==> src/rtl/mips_pkg.sv <==
// Shared opcode/funct encodings, FSM state and ALU op types for the MIPS cores.
// Also holds the legality check used by the multi-cycle decoder.
package mips_pkg;

    localparam logic [5:0] OP_RTYPE = 6'h00;
    localparam logic [5:0] OP_J     = 6'h02;
    localparam logic [5:0] OP_JAL   = 6'h03;
    localparam logic [5:0] OP_BEQ   = 6'h04;
    localparam logic [5:0] OP_ADDI  = 6'h08;
    localparam logic [5:0] OP_ADDIU = 6'h09;
    localparam logic [5:0] OP_ANDI  = 6'h0C;
    localparam logic [5:0] OP_ORI   = 6'h0D;
    localparam logic [5:0] OP_LUI   = 6'h0F;
    localparam logic [5:0] OP_LW    = 6'h23;
    localparam logic [5:0] OP_SW    = 6'h2B;

    localparam logic [5:0] F_JR   = 6'h08;
    localparam logic [5:0] F_ADD  = 6'h20;
    localparam logic [5:0] F_ADDU = 6'h21;
    localparam logic [5:0] F_SUB  = 6'h22;
    localparam logic [5:0] F_SUBU = 6'h23;
    localparam logic [5:0] F_AND  = 6'h24;
    localparam logic [5:0] F_OR   = 6'h25;
    localparam logic [5:0] F_SLT  = 6'h2A;

    typedef enum logic [2:0] {S_FETCH, S_DECODE, S_EXEC, S_MEM, S_WB, S_HALT} state_t;

    typedef enum logic [2:0] {ALU_ADD, ALU_SUB, ALU_AND, ALU_OR, ALU_SLT, ALU_LUI} alu_op_t;

    function automatic logic legal_instr(input logic [31:0] ir);
        logic ok;
        ok = 1'b0;
        case (ir[31:26])
            OP_RTYPE: begin
                case (ir[5:0])
                    F_JR, F_ADD, F_ADDU, F_SUB, F_SUBU, F_AND, F_OR, F_SLT: ok = 1'b1;
                    default: ok = 1'b0;
                endcase
            end
            OP_J, OP_JAL, OP_BEQ, OP_ADDI, OP_ADDIU, OP_ANDI, OP_ORI, OP_LUI, OP_LW, OP_SW: ok = 1'b1;
            default: ok = 1'b0;
        endcase
        return ok;
    endfunction

endpackage

==> src/rtl/mips_mc_regfile.sv <==
// 32x32 GPR file: two asynchronous read ports, one synchronous write port,
// synchronous active-low clear. $0 reads as zero and ignores writes.
module mips_mc_regfile (
    input  logic        clk,
    input  logic        rst,
    input  logic [4:0]  raddr_a,
    input  logic [4:0]  raddr_b,
    output logic [31:0] rdata_a,
    output logic [31:0] rdata_b,
    input  logic        we,
    input  logic [4:0]  waddr,
    input  logic [31:0] wdata
);

    logic [31:0] regs [32];

    always_ff @(posedge clk) begin
        if (!rst) begin
            for (int unsigned i = 0; i < 32; i++) regs[i] <= '0;
        end else if (we && waddr != 5'd0) begin
            regs[waddr] <= wdata;
        end
    end

    assign rdata_a = (raddr_a == 5'd0) ? '0 : regs[raddr_a];
    assign rdata_b = (raddr_b == 5'd0) ? '0 : regs[raddr_b];

endmodule

==> src/rtl/mips_mc_core.sv <==
// Multi-cycle MIPS32 core sharing one req/ready memory port for fetch and data.
// FETCH/DECODE/EXEC/MEM/WB/HALT control FSM with inline ALU and datapath muxes.
module mips_mc_core
    import mips_pkg::*;
#(
    parameter logic [31:0] RESET_PC = 32'h0000_3000,
    parameter int unsigned ADDR_W   = 32,
    parameter bit          OVF_TRAP = 1'b1
) (
    input  logic              clk,
    input  logic              rst,
    output logic              mem_req,
    output logic              mem_we,
    output logic [ADDR_W-1:0] mem_addr,
    output logic [31:0]       mem_wdata,
    input  logic [31:0]       mem_rdata,
    input  logic              mem_ready,
    output logic              instr_done,
    output logic              exc,
    output logic [31:0]       pc_dbg
);

    state_t      state, state_next;
    logic [31:0] pc, ir, a_reg, b_reg, alu_out, mdr;
    logic [31:0] rf_a, rf_b, rf_wdata, alu_b, alu_res, sext, zext, addr_full;
    logic [4:0]  rf_waddr;
    logic        rf_we, exc_q, ovf, trap;
    alu_op_t     alu_op;

    wire [5:0] op     = ir[31:26];
    wire [5:0] funct  = ir[5:0];
    wire       is_rt  = (op == OP_RTYPE);
    wire       is_jr  = is_rt && (funct == F_JR);
    wire       is_beq = (op == OP_BEQ);
    wire       is_lw  = (op == OP_LW);
    wire       is_sw  = (op == OP_SW);
    wire       is_jmp = (op == OP_J) || (op == OP_JAL);
    wire       legal  = legal_instr(ir);
    wire       trap_op = (is_rt && (funct == F_ADD || funct == F_SUB)) || (op == OP_ADDI);

    assign sext = {{16{ir[15]}}, ir[15:0]};
    assign zext = {16'h0, ir[15:0]};

    mips_mc_regfile u_regfile (
        .clk     (clk),
        .rst     (rst),
        .raddr_a (ir[25:21]),
        .raddr_b (ir[20:16]),
        .rdata_a (rf_a),
        .rdata_b (rf_b),
        .we      (rf_we),
        .waddr   (rf_waddr),
        .wdata   (rf_wdata)
    );

    // jal links in DECODE; every other write happens in WB, so one port suffices
    always_comb begin
        rf_we    = (state == S_WB) || (state == S_DECODE && op == OP_JAL);
        rf_waddr = (state == S_DECODE) ? 5'd31 : (is_rt ? ir[15:11] : ir[20:16]);
        rf_wdata = (state == S_DECODE) ? pc : (is_lw ? mdr : alu_out);
    end

    always_comb begin
        alu_op = ALU_ADD;
        alu_b  = sext;
        case (op)
            OP_RTYPE: begin
                alu_b = b_reg;
                case (funct)
                    F_SUB, F_SUBU: alu_op = ALU_SUB;
                    F_AND:         alu_op = ALU_AND;
                    F_OR:          alu_op = ALU_OR;
                    F_SLT:         alu_op = ALU_SLT;
                    default:       alu_op = ALU_ADD;
                endcase
            end
            OP_ANDI: begin alu_op = ALU_AND; alu_b = zext; end
            OP_ORI:  begin alu_op = ALU_OR;  alu_b = zext; end
            OP_LUI:  alu_op = ALU_LUI;
            default: alu_op = ALU_ADD;
        endcase
    end

    always_comb begin
        alu_res = '0;
        case (alu_op)
            ALU_ADD: alu_res = a_reg + alu_b;
            ALU_SUB: alu_res = a_reg - alu_b;
            ALU_AND: alu_res = a_reg & alu_b;
            ALU_OR:  alu_res = a_reg | alu_b;
            ALU_SLT: alu_res = {31'b0, $signed(a_reg) < $signed(alu_b)};
            ALU_LUI: alu_res = {ir[15:0], 16'h0};
            default: alu_res = '0;
        endcase
        ovf = (alu_op == ALU_SUB) ? ((a_reg[31] != alu_b[31]) && (alu_res[31] != a_reg[31]))
                                  : ((a_reg[31] == alu_b[31]) && (alu_res[31] != a_reg[31]));
        trap = OVF_TRAP && trap_op && ovf;
    end

    always_ff @(posedge clk) begin
        if (!rst) state <= S_FETCH;
        else      state <= state_next;
    end

    always_comb begin
        state_next = state;
        unique case (state)
            S_FETCH:  if (mem_ready) state_next = S_DECODE;
            S_DECODE: state_next = !legal ? S_HALT : (is_jmp ? S_FETCH : S_EXEC);
            S_EXEC: begin
                if (is_beq || is_jr)     state_next = S_FETCH;
                else if (is_lw || is_sw) state_next = S_MEM;
                else if (trap)           state_next = S_HALT;
                else                     state_next = S_WB;
            end
            S_MEM:    if (mem_ready) state_next = is_sw ? S_FETCH : S_WB;
            S_WB:     state_next = S_FETCH;
            S_HALT:   state_next = S_HALT;
            default:  state_next = S_HALT;
        endcase
    end

    // rst gates the request so an access in flight is dropped in the reset cycle itself
    always_comb begin
        mem_req    = rst && (state == S_FETCH || state == S_MEM);
        mem_we     = rst && (state == S_MEM) && is_sw;
        addr_full  = (state == S_MEM) ? {alu_out[31:2], 2'b00} : {pc[31:2], 2'b00};
        mem_addr   = addr_full[ADDR_W-1:0];
        mem_wdata  = b_reg;
        instr_done = rst && ((state == S_DECODE && is_jmp) ||
                             (state == S_EXEC && (is_beq || is_jr)) ||
                             (state == S_MEM && is_sw && mem_ready) ||
                             (state == S_WB));
        exc        = exc_q;
        pc_dbg     = pc;
    end

    always_ff @(posedge clk) begin
        if (!rst) begin
            pc      <= RESET_PC;
            ir      <= '0;
            a_reg   <= '0;
            b_reg   <= '0;
            alu_out <= '0;
            mdr     <= '0;
            exc_q   <= 1'b0;
        end else begin
            case (state)
                S_FETCH: if (mem_ready) begin
                    ir <= mem_rdata;
                    pc <= pc + 32'd4;
                end
                S_DECODE: begin
                    a_reg <= rf_a;
                    b_reg <= rf_b;
                    if (!legal)      exc_q <= 1'b1;
                    else if (is_jmp) pc <= {pc[31:28], ir[25:0], 2'b00};
                end
                S_EXEC: begin
                    if (is_beq) begin
                        if (a_reg == b_reg) pc <= pc + {sext[29:0], 2'b00};
                    end else if (is_jr) begin
                        pc <= a_reg;
                    end else if (trap) begin
                        exc_q <= 1'b1;
                    end else begin
                        alu_out <= alu_res;
                    end
                end
                S_MEM: if (mem_ready && is_lw) mdr <= mem_rdata;
                default: ;
            endcase
        end
    end

endmodule

==> config.mk <==
export PLATFORM = sky130hd
export DESIGN_NAME = mips_mc_core
export DESIGN_NICKNAME = d
export VERILOG_FILES = /design/src/rtl/mips_pkg.sv /design/src/rtl/mips_mc_regfile.sv /design/src/rtl/mips_mc_core.sv
export SDC_FILE = /design/constraint.sdc
export NUM_CORES = 2
export LEC_CHECK = 0
export BUFFER_PORTS_ARGS = -buffer_cell sky130_fd_sc_hd__buf_2
export CORE_UTILIZATION = 55
export CTS_CLUSTER_DIAMETER = 60
export DETAILED_ROUTE_END_ITERATION = 6
export HOLD_SLACK_MARGIN = 0.03
export PLACE_DENSITY_LB_ADDON = 0.25
export SLEW_MARGIN = 40
export SYNTH_ARGS = -nofsm -noshare
export SYNTH_HDL_FRONTEND = slang
export SYNTH_HIERARCHICAL = 1
export SYNTH_SLANG_ARGS = --single-unit
==> constraint.sdc <==
create_clock -name clk -period 6.65 [get_ports clk]
set_clock_uncertainty 0.05 [all_clocks]
set_input_delay 1.33 -clock clk [delete_from_list [all_inputs] [get_ports clk]]
set_output_delay 1.33 -clock clk [all_outputs]
set_load 0.03 [all_outputs]
; After elaboration in Yosys (flattened, before gate mapping)
; Memories as Yosys holds them, arrays and structs flattened. A register that Yosys moved wholly into a read port is not among the register bits.
; Cells that the tools add are included.
; W data, S select, Z words.
[totals]
ff_bits = 196
latchBits = 0
mem_bits_rw = 1024
mem_bits_ro = 0
input_bits = 35
output_inout_bits = 100
mem_count = 1
[op_classes]
addsub = 4
multipliers = 0
n_div = 0
n_lt_le_gt_ge = 1
n_eq_ne = 41
n_shift = 0
n_mux = 46
n_bitwise = 6
reduce_logical = 47
[memory_table]
columns = name, words, word_bits, rd, rd_clocked_by_memory_dff, write_ports, line
row1 = u_regfile.regs, 32, 32, 2, 2, 32, mips_mc_regfile.sv:15  ; logic [31:0] regs [32];
[op_table]
columns = op, count
row1 = $mux W32, 10
row2 = $pmux W32 S6, 1
row3 = $pmux W32 S3, 1
row4 = $add A32 B32 Y32, 2
row5 = $pmux W32 S2, 1
row6 = $mux W28, 2
row7 = $eq A6 B6 Y1 const B, 9
row8 = $eq A6 B4 Y1 const B, 6
row9 = $mux W5, 7
row10 = $add A32 B3 Y32 const B, 1
row11 = $and A32 B32 Y32, 1
row12 = $eq A32 B32 Y1, 1
row13 = $lt A32 B32 Y1, 1
row14 = $or A32 B32 Y32, 1
row15 = $reduce_or A32 Y1, 1
row16 = $sub A32 B32 Y32, 1
row17 = $pmux W3 S4, 2
row18 = $mux W3, 6
row19 = $logic_and A1 B1 Y1, 16
row20 = $ne A2 B2 Y1 const B, 8
row21 = $pmux W3 S5, 1
row22 = $eq A3 B2 Y1 const B, 4
row23 = $eq A6 B2 Y1 const B, 2
row24 = $mux W1, 12
row25 = other kinds (24), 48

; Longest topological paths before layout
[depth]
word_depth = 14
depth_mapped = 22
depth_no_buf = 18

; Cells and area by module
; Netlist, hierarchy kept.
[modules_own_cells]
columns = module, n_inst, cells_per_inst, area_each_um2
row1 = mips_mc_regfile, 1, 3645, 54458.5
row2 = mips_mc_core, 1, 2367, 16468.3

; Least setup slack after synthesis
; OpenSTA, ideal clock, no wires.
[synth_path]
path_type = register to register
start = register ir[28]
end = memory u_regfile.regs[16][0] (enable)
setup_time_ns = 0.466
arrival_time_ns = 4.740
required_ns = 6.134
slack_ns = 1.395
path_stages_with_launch = 11
synth_period_minus_slack_ns = 5.255
cell_sequence = dfxtp_1 -> buf_2 -> nor3_1 -> and2_0 -> clkbuf_1 -> buf_1 -> nand2_1 -> nand3_1 -> or3b_2 -> clkbuf_1 -> o21ai_0
[synth_rtl]
columns = element, line
row1 = "start, declared", mips_mc_core.sv:24  ; logic [31:0] pc, ir, a_reg, b_reg, alu_out, mdr;
row2 = "start signal, assigned", mips_mc_core.sv:150  ; ir <= mem_rdata;
row3 = "end, declared", mips_mc_regfile.sv:15

; Final worst setup path
[layout_path]
start = register ir[26]
end = register alu_out[2]
[layout_via]
elab_chain_cells = 11
elab_cells_between_ends = 34
classes_between = 2 x add/sub / 13 x eq/ne / 4 x mux / 5 x bitwise / 10 x reduce/logical
[layout_lines]
columns = element, line
row1 = $eq A6 B4 Y1, mips_mc_core.sv:66  ; case (op)
row2 = $reduce_or A2 Y1 (no line), -
row3 = $pmux W32 S2, mips_mc_core.sv:66
row4 = $sub A32 B32 Y32 (tied with other cells), mips_mc_core.sv:88  ; ALU_SUB: alu_res = a_reg - alu_b;
row5 = $pmux W32 S6, mips_mc_core.sv:86  ; case (alu_op)
row6 = $ne A1 B1 Y1, "mips_mc_core.sv:95, mips_mc_core.sv:96"
row7 = "$logic_and A1 B1 Y1, on equally long branches", "mips_mc_core.sv:96, mips_mc_core.sv:95"
row8 = $mux W1, mips_mc_core.sv:95  ; ovf = (alu_op == ALU_SUB) ? ((a_reg[31] != alu_b[31]) && (alu_res[31] != a_reg[31]))
row9 = $logic_and A1 B1 Y1, mips_mc_core.sv:97  ; trap = OVF_TRAP && trap_op && ovf;
row10 = $not A1 Y1 (no line), -
row11 = $reduce_and A4 Y1 (no line), -
row12 = "end signal, assigned", mips_mc_core.sv:167  ; alu_out <= alu_res;
row13 = "end, declared", mips_mc_core.sv:24
; Several ways; a longest one is shown, not always the timed one.
; A chain may end at the register's enable or synchronous reset.

==> flow_summary.toml <==
[finish]
largest-register = "u_regfile/regs"
final_util_pct = 61.8
nets = 6149
area_growth_pct = 11.2
n_fill_cell = 9814
largest_reg_flops = 1024
layout-drive-gt1-share_pct = 19.5

[placement]
port_buffers = 132
hpwl_um = 170000
gp_congestion = 1.04

[cts]
postCtsSetupBuffers = 0
ctsHtreeMaxLevel = 4
clk_pin_slew_ns = 0.06
clk-insertion-delay-late_ns = 0.79
cts_tree = "yes"
clockBufferDepth = 3
cts_root_buffer = "clkbuf_16"
hold_buffers = 0
cts_buffers = 141
cts.sinks = 1220
cts_resized = 0

[synthesis]
synth_edf_count = 1024
yosys-top-cells-area = "edfxtp_1 (43%), mux4_2 (13%), and2_1 (9.0%), dfxtp_1 (5.5%), mux2i_1 (4.0%)"
yosysSeqAreaShare_pct = 48.9
ys_types = 86
yosysWarnings = 6
yosysMostFrequentCell = "edfxtp_1"
syn_avg_cell_area_um2 = 11.8
synthMuxAreaShare_pct = 17.6
synth_area_um2 = 70900
yosys.area_share.xor_xnor_pct = 0.976
synth-compound-area-share_pct = 10.5
yosys.area.top_type = "edfxtp_1"
synth_fa_ha_area_share_pct = 2.31
synth_top_cell_area_share_pct = 43.4
yosys.area_share.simple_pct = 15.6
ys_top_cells_by_count = "edfxtp_1 (1024), and2_1 (1015), nand2_1 (530)"
synth_top_family_by_area = "multiplexers"
async_flop_share_pct = 0
yosys_most_used_dff = "edfxtp_1"
ys_ff_latch = 1220
netlist_instances = 6012

[grt]
met3_usage_pct = 9.84
grt_pass1_vias = 50900
antenna_found_initial = 13
grt_max_degree = 112
grt_pass1_wl_um = 360000
busiest_layer = "met2"
grt_util_met1_pct = 48.9
track_usage_pct = 38.1
grtUsageMet2_pct = 58.9
grt_overflow = 0

[outcome]
outcome = "finished clean"

[pwr]
power.density_nw_per_um2 = 300
internal_power_uw = 15300
seq_power_share_pct = 39.2
switching_share_pct = 35.5
p_leak_uw = 0.0278
vdd_drop_max_uv = 205
p_switching_uw = 8400
p_comb_share_pct = 29.4
clockPowerShare_pct = 31.4

[timing]
relSlewSlack_pct = 32.1
final_hold_viol_count = 0
fmax_mhz = 166
finalCriticalPeriod_ns = 6.02
tightest_slew_ns = 1.02
drv_slew = 0
fin_crit_sh_pct = 90.6
setup_tns_ns = 0
setup_viol = 0
grt_setup_unrepaired = "false"

[critical_path]
end_kind = "flop"
crit_arrival_ns = 6.68
path_class = "flop to flop"
required_ns = 7.31
reg2reg_setup_slack_ns = 0.63
path_max_fanout = 35
worst_setup_path_start_kind = "flop"

[detailed_routing]
drt_pass1_iterations = 7
wirelength_um = 251000
vias = 53300
wire_per_inst_um = 32.4
final_antenna_net_count = 0
viasPerCell = 6.87
drtIter0Drc = 7614
drc_errors = 0

[die]
dieArea_um2 = 130000
start_util_pct = 55.5
die_h_um = 361
fp.dieW_um = 361
ios = 135
coreArea_um2 = 128000
rows = 131

[hold_path]
worstHoldPathType = "flop to flop"

[run]
cap_violations = 0
==> final timing paths <==
check,startpoint,to,depth (start not counted)
min,mdr[23],mdr[23],2
min reg2reg,mdr[23],mdr[23],2
max reg2reg,ir[26],alu_out[2],19
max,ir[26],alu_out[2],19
==> cell families after synthesis <==
logic type	after synthesis
other cells	2
compound gates	1093
mux	730
simple gates	2075
fa+ha+maj	129
flops	1220
buf+inv	684
xor+xnor	79
==> power groups by stage <==
| stage | logic [uW] | registers (uW) | clock network, uW |
|---|---|---|---|
| final | 6950 | 9280 | 7440 |
| after global routing | 7260 | 9290 | 7770 |
| after CTS | 6730 | 9240 | 7480 |
| after detailed placement | 6700 | 9400 | 0 |
| after global placement | 6550 | 9380 | 0 |
| after floorplan | 4290 | 9170 | 0 |
==> critical path, stage by stage (launching register included) <==
cell	delay (ns)
dfxtp_1	0.38
nor3_1	0.55
and2_1	0.57
buf_12	0.23
a21o_1	0.15
inv_1	0.06
ha_1	0.45
nor4_2	0.48
nand3_1	0.16
nor4_1	0.42
o211ai_2	0.32
a21oi_2	0.29
o41ai_4	0.12
a221o_1	0.35
a21o_1	0.25
a211oi_4	0.36
buf_12	0.25
buf_12	0.20
nor2_1	0.07
a211oi_2	0.20
==> final cells by class <==
class | count | area [um2] | share of cell area (%)
clock buffers | 185 | 3790 | 4.80
multi-input cells | 4140 | 34400 | 43.6
clock inverters | 63 | 569 | 0.722
well taps | 1662 | 2080 | 2.64
inverters | 124 | 470 | 0.596
repair buffers | 358 | 2880 | 3.65
diodes | 7 | 17.5 | 0.0222
flip-flops and latches | 1220 | 34700 | 44.0
==> metal layers <==
metal  share of wire [%]  vias up
li1                    -    22300
met4                 6.1       12
met3                  12      691
met1                  36    26600
met5               0.039        -
met2                  46     3724
==> metrics by stage <==
stage	total power [uW]	cells	worst slack (ns)	instance area, um2	hold WS (ns)
floorplan	13500	6044	1.39	71000	0.386
global placement	15900	7473	0.945	73700	0.392
detailed placement	16100	7500	0.883	74300	0.396
CTS	23500	7748	0.834	78700	0.403
global route	24300	7752	0.421	78900	0.434
finish	23700	7759	0.625	78900	0.409
==> placed cells by master (no fill, tap or decap), drive strengths merged, types with 34 or more instances in the layout <==
| cell type | Yosys | layout |
|---|---|---|
| ha | 126 | 126 |
| a211oi | 84 | 84 |
| a22o | 54 | 54 |
| mux4 | 412 | 412 |
| nor2b | 56 | 56 |
| clkbuf | 411 | 185 |
| o221ai | 42 | 42 |
| inv | 123 | 132 |
| dfxtp | 196 | 196 |
| mux2 | 36 | 36 |
| o21ai | 163 | 163 |
| xnor2 | 62 | 62 |
| and2 | 1017 | 1017 |
| nor2 | 203 | 203 |
| nor3 | 94 | 94 |
| o22ai | 59 | 59 |
| buf | 149 | 358 |
| clkinv | 1 | 46 |
| a21oi | 316 | 316 |
| nand2 | 530 | 530 |
| nand3 | 45 | 45 |
| conb | 2 | 34 |
| a21o | 47 | 47 |
| edfxtp | 1024 | 1024 |
| a22oi | 87 | 87 |
| mux2i | 282 | 282 |
No activity file was read; power rests on OpenSTA's default activity.
